### config.mk
export PLATFORM = sky130hd
export DESIGN_NAME = score_digit_writer
export DESIGN_NICKNAME = d
export VERILOG_FILES = /design/src/rtl/score_digit_writer.sv
export SDC_FILE = /design/constraint.sdc
export NUM_CORES = 1
export LEC_CHECK = 0
export ABC_CLOCK_PERIOD_IN_PS = 2100
export BUFFER_PORTS_ARGS = -buffer_cell sky130_fd_sc_hd__buf_2
export CAP_MARGIN = 20
export CORE_AREA = 2 2 89 91
export CTS_BUF_LIST = sky130_fd_sc_hd__clkbuf_8
export CTS_CLUSTER_DIAMETER = 30
export DETAILED_ROUTE_END_ITERATION = 16
export DIE_AREA = 0 0 91 93
export PLACE_DENSITY = 0.77
export SETUP_SLACK_MARGIN = 0.2
export SYNTH_ARGS = -nofsm -noshare
export SYNTH_HDL_FRONTEND = slang
export SYNTH_SLANG_ARGS = --single-unit
export TNS_END_PERCENT = 1
### constraint.sdc
create_clock -name clock -period 2.1 [get_ports clock]
set_clock_uncertainty 0.1 [all_clocks]
set_input_delay 0.105 -clock clock [delete_from_list [all_inputs] [get_ports clock]]
set_output_delay 0.105 -clock clock [all_outputs]
set_load 0.05 [all_outputs]
### src/rtl/score_digit_writer.sv
// Converts a 27-bit binary score to eight BCD digits by iterative double-dabble
// and writes them, least significant first, into an external 8-entry digit buffer.
module score_digit_writer #(
    parameter bit         BLANK_LEADING = 1'b1,
    parameter logic [3:0] BLANK_CODE    = 4'hF
) (
    input  logic        clock,
    input  logic        reset,
    input  logic        load,
    input  logic [26:0] score,
    output logic        busy,
    output logic        done,
    output logic        overflow,
    output logic        digit_wr_en,
    output logic [2:0]  digit_wr_addr,
    output logic [3:0]  digit_wr_data
);

    // state   | meaning
    // IDLE    | waiting for load; captures score on acceptance
    // CONVERT | 27 double-dabble iterations, one binary bit per cycle
    // WRITE   | one digit write per cycle, address 0 through 7
    // DONE    | single-cycle completion pulse
    typedef enum logic [1:0] {IDLE, CONVERT, WRITE, DONE} state_t;

    localparam logic [26:0] MAX_SCORE = 27'd99_999_999;

    state_t      state, next_state;
    logic [4:0]  cnt;
    logic [26:0] bin;
    logic [31:0] bcd;
    logic [31:0] bcd_adj;
    logic [31:0] bcd_sel;
    logic        blank;

    function automatic logic [31:0] add3(input logic [31:0] v);
        logic [31:0] r;
        r = v;
        for (int i = 0; i < 8; i++) begin
            if (r[i*4 +: 4] >= 4'd5)
                r[i*4 +: 4] = r[i*4 +: 4] + 4'd3;
        end
        return r;
    endfunction

    assign bcd_adj = add3(bcd);

    always_ff @(posedge clock) begin
        if (reset)
            state <= IDLE;
        else
            state <= next_state;
    end

    always_comb begin
        next_state = state;
        case (state)
            IDLE:    if (load) next_state = CONVERT;
            CONVERT: if (cnt == 5'd26) next_state = WRITE;
            WRITE:   if (cnt == 5'd7) next_state = DONE;
            DONE:    next_state = IDLE;
            default: next_state = IDLE;
        endcase
    end

    // cnt is the shift counter in CONVERT and the write address in WRITE
    always_ff @(posedge clock) begin
        if (reset) begin
            cnt      <= 5'd0;
            bin      <= 27'd0;
            bcd      <= 32'd0;
            overflow <= 1'b0;
        end else begin
            case (state)
                IDLE: begin
                    if (load) begin
                        bin      <= (score > MAX_SCORE) ? MAX_SCORE : score;
                        overflow <= (score > MAX_SCORE);
                        bcd      <= 32'd0;
                        cnt      <= 5'd0;
                    end
                end
                CONVERT: begin
                    bcd <= {bcd_adj[30:0], bin[26]};
                    bin <= {bin[25:0], 1'b0};
                    cnt <= (cnt == 5'd26) ? 5'd0 : cnt + 5'd1;
                end
                WRITE: begin
                    cnt <= (cnt == 5'd7) ? 5'd0 : cnt + 5'd1;
                end
                default: ;
            endcase
        end
    end

    // Digit at the current address and everything above it; all-zero means a leading zero
    assign bcd_sel = bcd >> {cnt[2:0], 2'b00};
    assign blank   = BLANK_LEADING && (cnt[2:0] != 3'd0) && (bcd_sel == 32'd0);

    always_comb begin
        busy          = 1'b0;
        done          = 1'b0;
        digit_wr_en   = 1'b0;
        digit_wr_addr = 3'd0;
        digit_wr_data = 4'd0;
        case (state)
            CONVERT: busy = 1'b1;
            WRITE: begin
                busy          = 1'b1;
                digit_wr_en   = 1'b1;
                digit_wr_addr = cnt[2:0];
                digit_wr_data = blank ? BLANK_CODE : bcd_sel[3:0];
            end
            DONE:    done = 1'b1;
            default: ;
        endcase
    end

endmodule
# == Word-level counts from Yosys, hierarchy flattened ==
# Cells that the tools add are included.
# totals
reg_bits,67
latchBits,0
ram_bits,0
rom_bits,0
inputBits,30
wordCells,70
mem_count,0
# classes
n_addsub,9
mul,0
div,0
n_lt_le_gt_ge,9
n_eq_ne,8
n_shift,1
mux,27
bitwise_logic,0
n_reduce_logical,11
# op_table
cell,count
$pmux 32 s2,1
$mux 27,2
$pmux 27 s2,1
$mux 4,9
$ge 4x3->1 const B,8
$logic_not 32->1,1
$mux 32,1
$shr 32x5->32,1
$add 4x2->4 const B,7
$gt 27x27->1 const B,1
$mux 5,3
$pmux 5 s3,1
$pmux 2 s4,1
$mux 2,3
$mux 3,2
$ne 2x2->1 const B,3
$reduce_and 2->1,3
$reduce_bool 3->1,2
$add 5x1->5 const B,1
$eq 5x3->1 const B,1
$eq 5x5->1 const B,1
$eq 2x2->1 const B,2
$add 3x2->3 const B,1
$mux 1,3
6 further kinds,6

# == Depth between registers and ports, before layout ==
# Gate-level depths: netlist of the first run.
# depth
word_depth,5
mapped_depth,9
ltp_nobuf,8

# == Least setup slack after synthesis of the first run ==
# OpenSTA, ideal clock, no wires.
# synth_timing
kind,reg-to-output
start,register cnt[0]
end,output port digit_wr_data[0]
t_arrival_ns,2.187
t_required_ns,1.895
path_slack_ns,-0.292
stages_incl_launch_ff,8
path_buffers,2
path_cell_list,dfxtp_1 clkbuf_1 buf_1 mux2_2 a21oi_1 nor2_1 o221ai_1 nand2_1
# synth_via
elab_chain_len,5
# synth_rtl
item,line_no,source
"start, declared",29,logic [4:0] cnt;
"start signal, assigned",86,cnt <= (cnt == 5'd26) ? 5'd0 : cnt + 5'd1;
"start signal, assigned",89,cnt <= (cnt == 5'd7) ? 5'd0 : cnt + 5'd1;
$shr 32x5->32,97,"assign bcd_sel = bcd >> {cnt[2:0], 2'b00};"
$logic_not 32->1,98,assign blank = BLANK_LEADING && (cnt[2:0] != 3'd0) && (bcd_sel == 32'd0);
$logic_and 1x1->1,98,
$mux 4 *,112,digit_wr_data = blank ? BLANK_CODE : bcd_sel[3:0];
$mux 4 *,106,case (state)
"end, declared",16,output logic [3:0] digit_wr_data
# Every way passes the cells marked *; elsewhere a longest branch is shown, timed or not.

# == Final worst setup path of the first run ==
# layout_timing
start,register bcd[5]
end,output port digit_wr_data[1]
# layout_via
elab_chain_len,5
# layout_rtl
item,line_no,source
"start, declared",31,logic [31:0] bcd;
"start signal, assigned",84,"bcd <= {bcd_adj[30:0], bin[26]};"
$shr 32x5->32 *,97,
$logic_not 32->1,98,
$logic_and 1x1->1,98,
$mux 4 *,112,
$mux 4 *,106,
# Marks and branches as above.

==> flow_metrics.env, run 1 <==
export IMPL_status="finished, violations left"
export IMPL_violations="setup timing"
export IMPL_vdd_ir_drop_worst_v=0.000534
export IMPL_drt_wl_total_um=12200
export IMPL_die_y_um=93
export IMPL_row_count=32
export IMPL_clk_path_buf_depth=2
export IMPL_grt_first_pass_wirelength_um=19700
export IMPL_yosysTopAreaCell="dfxtp_1"
export IMPL_core_area_mm2=0.00753
export IMPL_fp_dieW_um=91
export IMPL_vias=4407
export IMPL_final_nets=664
export IMPL_synthesis_area_mm2=0.00410
export IMPL_cp_data_arrival_time_ns=2.22
export IMPL_antenna_found_initial=0
export IMPL_drt_iter0_drc=397
export IMPL_io_pin_count=41
export IMPL_crit_type="reg -> out"
export IMPL_synth_top_area_share_pct=32.7
export IMPL_drive_gt1_share_pct=28.4
export IMPL_initial_core_util_pct=54.4
export IMPL_setup_tns_ns=-1.25
export IMPL_slew_viol_final=0
export IMPL_vias_per_cell=6.14
export IMPL_hold_viol=0
export IMPL_ys_seq_area_share_pct=32.7
export IMPL_tightest_slew_ns=0.595
export IMPL_synth_seq_cells=67
export IMPL_hp_class="in -> reg"
export IMPL_cp_end_kind="output pin"
export IMPL_yosys_cell_types_count=44
export IMPL_path_max_fanout=5
export IMPL_p_leak_uw=0.00214
export IMPL_endpoint="digit_wr_data[1]"
export IMPL_setup_worst_path_start="bcd[5]"
export IMPL_clock_sinks=67
export IMPL_overflow=0
export IMPL_ff2ff_setup_slack_ns=0.14
export IMPL_cts_root_buf="clkbuf_8"
export IMPL_r2r_start="cnt[0]"
export IMPL_firstDrtPassIters=8
export IMPL_yosys_warnings=0
export IMPL_fin_crit_ns=2.43
export IMPL_antennaDiodeCount=0
export IMPL_setup_ws_ns=-0.329
export IMPL_fmax_mhz=412
export IMPL_finalPower_uw=4750
export IMPL_design_die_area_mm2=0.00846
export IMPL_grt_pass1_vias=4269
export IMPL_cts_tree="done"
export IMPL_ctsHtreeMaxLevel=3
export IMPL_area_growth_pct=35.5
export IMPL_ys_top_cells_by_area="dfxtp_1 (33%), ha_1 (7.0%), o21ai_0 (6.5%)"
export IMPL_relSlewSlack_pct=60.3
export IMPL_grt_start_max_net_pins=42
export IMPL_gp_congestion=0.999
export IMPL_start_kind="register"
export IMPL_syn_num_nets=569
export IMPL_setup_viol=4
export IMPL_reg2reg_depth=8
export IMPL_grt_setup_unrepaired="true"
export IMPL_netlist_instances=516
export IMPL_cap_violations=0
export IMPL_drcViolationCount=0
export IMPL_antenna_left=0
export IMPL_port_buffers=40
export IMPL_dp_slack_ns=-0.114
export IMPL_cp_required_ns=1.89
export IMPL_path_clk_slew_ns=0.08
export IMPL_worstSkewPairLatency_ns=0.35
export IMPL_wl_per_cell_um=17.0
export IMPL_p_per_area_mw_per_mm2=855
export IMPL_grt_usage_pct=28.6
export IMPL_hpwl_um=7880
export IMPL_r2r_end="cnt[4]"
export IMPL_cts_buffers=9
export IMPL_fin_crit_sh_pct=116
export IMPL_syn_area_per_cell_um2=7.94
## report_power, final
group | leakage (uW) | internal, uW | switching, uW
Sequential | 0.000550 | 1480 | 134
Clock | 0.0000923 | 554 | 560
Combinational | 0.00150 | 808 | 1210
## cell type report
type	instances	area [um2]
multi-input combinational	371	2700
fill	549	1980
sequential	67	1360
timing repair buffer	122	1010
inverter	40	153
tap	102	128
clock buffer	9	124
clock inverter	7	75.1
## cells in the final DEF, fill, tap and decap left out, types with 8 or more instances in the layout
master         count
dfxtp_1           59
buf_2             34
a221oi_1          16
clkbuf_8           9
dlygate4sd3_1     24
a22oi_1           22
buf_4             46
nand2b_1          12
o21ai_0           47
inv_1             37
a21oi_1           23
nor3_1            14
mux4_2             9
nand3_1           14
a222oi_1           8
nor2_1            47
xnor2_1            8
ha_1              18
buf_6              9
nand2_1           45
## critical path, stage by stage (launching register included)
cell and delay (ns):
dfxtp_1 0.37, nor4_1 0.34, mux4_2 0.30, inv_1 0.06, a311oi_2 0.31, o221ai_4 0.22, nand2_4 0.12, buf_8 0.14
## registers in the layout, summed over array words and instances, names as in the netlist
| name | cells |
|---|---|
| bcd | 32 |
| bin | 27 |
| cnt | 5 |
| overflow | 1 |
| state | 2 |
## metal layers
layer / share of wire (%) / global-route usage (%) / vias to the layer above
met3: 6.5 / 4.83 / 46
met4: 3.2 / 13.4 / 0
li1: - / - / 2054
met5: 0 / 0 / -
met1: 40 / 33.9 / 2083
met2: 50 / 50.7 / 224
## Yosys cell counts (all sizes together)
cell type  instances
a211oi             5
a21oi             28
a221oi            17
a222oi             8
a22oi             23
a311oi             2
and2               4
buf               10
clkbuf            28
dfxtp             67
ha                23
inv               40
mux2               4
mux2i              3
mux4               9
nand2             49
nand2b            13
nand3             14
nand3b             2
nand4              5
nand4b             3
nor2              48
nor2b              2
nor3              15
nor3b              2
nor4              13
o211ai             2
o21a               4
o21ai             54
o221ai             1
o22ai              1
o31ai              3
o41ai              1
or2                1
or3                1
or4                2
xnor2              8
xor2               1
## how the worst min path moves through the flow
stage | from | endpoint | slack, ns | cells past startpoint
after detailed placement | score[10] | bin[10] | 0.27 | 3
final | load | state[0] | 0.08 | 4
after CTS | score[26] | bin[26] | 0.06 | 3
after global routing | load | state[0] | 0.10 | 4
after global placement | score[10] | bin[10] | 0.26 | 3
after floorplan | score[13] | bin[13] | 0.15 | 2
## stage by stage
stage	hold slack, ns	instances	utilization (%)	area, um2
2_1_floorplan	0.155	516	-	4180
3_3_place_gp	0.259	672	63.6	4790
3_5_place_dp	0.271	672	63.6	4790
4_1_cts	0.0626	716	71.3	5370
5_1_grt	0.104	718	73.7	5550
6_report	0.0834	718	73.7	5550
## cells by family (layout without fill, tap and decap cells)
group                      Yosys count  after routing  synth area share [%]
buffers and inverters               78            178                  7.51
DFF                                 67             67                  32.7
AOI/OAI and AO/OA                  149            149                  23.8
adders and majority gates           23             23                  7.02
and+or+nand+nor                    174            174                  20.2
xor gates and xnor gates             9              9                  1.92
muxes                               16             16                  6.78
## timing repair
item,4_1_cts,5_1_grt
hold buffers,25,0
endpoints found under the setup margin,28,37
pin swaps,9,27
resized for setup,32,43
endpoints found under the hold margin,25,0
setup buffers,3,2
Note: power is estimated with default switching activity, not from simulation.
==> inputs of run 2 (changes only) <==
- ABC_CLOCK_PERIOD_IN_PS: 2100 -> 2350
- PLACE_DENSITY: 0.77 -> 0.74
- SETUP_SLACK_MARGIN: 0.2 -> 0.02
- clock period: 2.1 -> 2.35 ns (I/O delays scaled with it)
==> run 2 against run 1 <==
The run still ends with setup timing left. Worst setup slack better by 0.27 ns. Clock power down 7%. Largest power group unchanged. Wire length down 8.6%.
==> flow_metrics.env, run 2 (same netlist as run 1, synthesis figures left out) <==
export IMPL_tightest_slew_ns=0.735
export IMPL_final_cell_mix="dfxtp_1 (55), o21ai_0 (53), nand2_1 (49)"
export IMPL_slew_viol_final=0
export IMPL_drive_gt1_share_pct=21.2
export IMPL_vias=4193
export IMPL_grt_setup_unrepaired="true"
export IMPL_p_leak_uw=0.00196
export IMPL_drt_wl_total_um=11200
export IMPL_hold_viol=0
export IMPL_vdd_ir_drop_worst_v=0.000487
export IMPL_initial_core_util_pct=54.4
export IMPL_wl_met2_um=5470
export IMPL_path_max_fanout=4
export IMPL_violations="setup timing"
export IMPL_gp_congestion=0.855
export IMPL_core_area_mm2=0.00753
export IMPL_worstSkewPairLatency_ns=0.35
export IMPL_die_y_um=93
export IMPL_setup_viol=4
export IMPL_fin_crit_sh_pct=102
export IMPL_port_buffers=40
export IMPL_grt_usage_pct=27.0
export IMPL_drcViolationCount=0
export IMPL_design_die_area_mm2=0.00846
export IMPL_fin_crit_ns=2.41
export IMPL_drt_iter0_drc=385
export IMPL_largest_register_ffs=32
export IMPL_fin_util_pct=67.9
export IMPL_clock_sinks=67
export IMPL_crit_type="reg -> out"
export IMPL_layout_cells_non_filler=691
export IMPL_path_clk_slew_ns=0.08
export IMPL_whs_ns=0.0459
export IMPL_fp_dieW_um=91
export IMPL_antenna_left=0
export IMPL_cp_required_ns=2.13
export IMPL_overflow=0
export IMPL_antennaDiodeCount=0
export IMPL_cp_data_arrival_time_ns=2.19
export IMPL_hp_class="in -> reg"
export IMPL_hpwl_um=7350
export IMPL_met1_length_um=4910
export IMPL_row_count=32
export IMPL_area_growth_pct=24.8
export IMPL_io_pin_count=41
export IMPL_met3_length_um=623
export IMPL_grt_pass1_vias=4001
export IMPL_top_regs="bcd x32, bin x27, cnt x5"
export IMPL_cp_end_kind="output pin"
export IMPL_start_kind="register"
export IMPL_cts_buffers=9
export IMPL_status="finished, violations left"
export IMPL_cap_violations=0
export IMPL_p_per_area_mw_per_mm2=782
export IMPL_final_nets=637
export IMPL_vias_per_cell=6.07
export IMPL_grt_start_max_net_pins=38
export IMPL_wl_per_cell_um=16.2
export IMPL_antenna_found_initial=0
export IMPL_relSlewSlack_pct=51.0
export IMPL_fmax_mhz=416
export IMPL_ctsHtreeMaxLevel=3
export IMPL_clk_path_buf_depth=2
export IMPL_setup_ws_ns=-0.0557
export IMPL_firstDrtPassIters=5
export IMPL_cts_tree="done"
export IMPL_top_layer_used="met4"
export IMPL_grt_first_pass_wirelength_um=18900
export IMPL_regMostFlops="bcd"
export IMPL_layout_commonest_cell="dfxtp_1"
export IMPL_place_inst=649
export IMPL_cts_root_buf="clkbuf_8"
-- run 2: path summary, 6_finish.rpt --
path / from / endpoint / slack (ns) / cells after the start
setup / recovery: bcd[24] / digit_wr_data[0] / -0.06 / 8
hold reg to reg: bin[14] / bin[14] / 0.37 / 2
setup reg to reg: state[1] / bin[19] / 0.28 / 7
hold / removal: score[0] / bin[0] / 0.05 / 3
-- run 2: stage by stage --
stage / setup TNS (ns) / total power, uW / worst slack (ns) / instance area, um2
final: -0.173 / 4000 / -0.0557 / 5110
after global routing: -0.648 / 4230 / -0.174 / 5110
after CTS: -0.0858 / 3970 / -0.0344 / 5070
after detailed placement: 0 / 2900 / 0.0155 / 4520
after global placement: 0 / 2870 / 0.138 / 4520
after floorplan: 0 / 2460 / 0.0577 / 4100
-- run 2: per-layer routing --
| layer | track usage, % | vias to the layer above |
|---|---|---|
| met3 | 5.40 | 16 |
| li1 | - | 1996 |
| met1 | 34.6 | 2011 |
| met5 | 0 | - |
| met2 | 46.4 | 170 |
| met4 | 7.45 | 0 |
-- run 2: power breakdown --
group	switching (uW)	internal (uW)	total (uW)
Sequential	102	1320	1420
Combinational	993	559	1550
Clock	520	507	1030
-- run 2: timing repair --
action                                  4_1_cts  5_1_grt
hold endpoints to repair                     24        0
setup buffers                                 1        1
hold buffers                                 24        0
cloned                                        0        0
pin swaps                                     4        4
endpoints found under the setup margin        4       16
resized for setup                            27        8
-- run 2: critical path, stage by stage (launching register included) --
cell      delay (ns)
dfxtp_2         0.34
nor4_4          0.27
buf_4           0.15
mux2_4          0.13
nand4_1         0.13
a311oi_2        0.33
o221ai_2        0.18
nand2_1         0.13
buf_6           0.16
-- run 2: layout make-up --
cell class | instances | area, um2
Fill cell | 645 | 2410
Tap cell | 102 | 128
Sequential cell | 67 | 1360
Clock inverter | 7 | 81.3
Timing Repair Buffer | 95 | 743
Inverter | 40 | 150
Clock buffer | 9 | 124
Multi-Input combinational cell | 371 | 2530
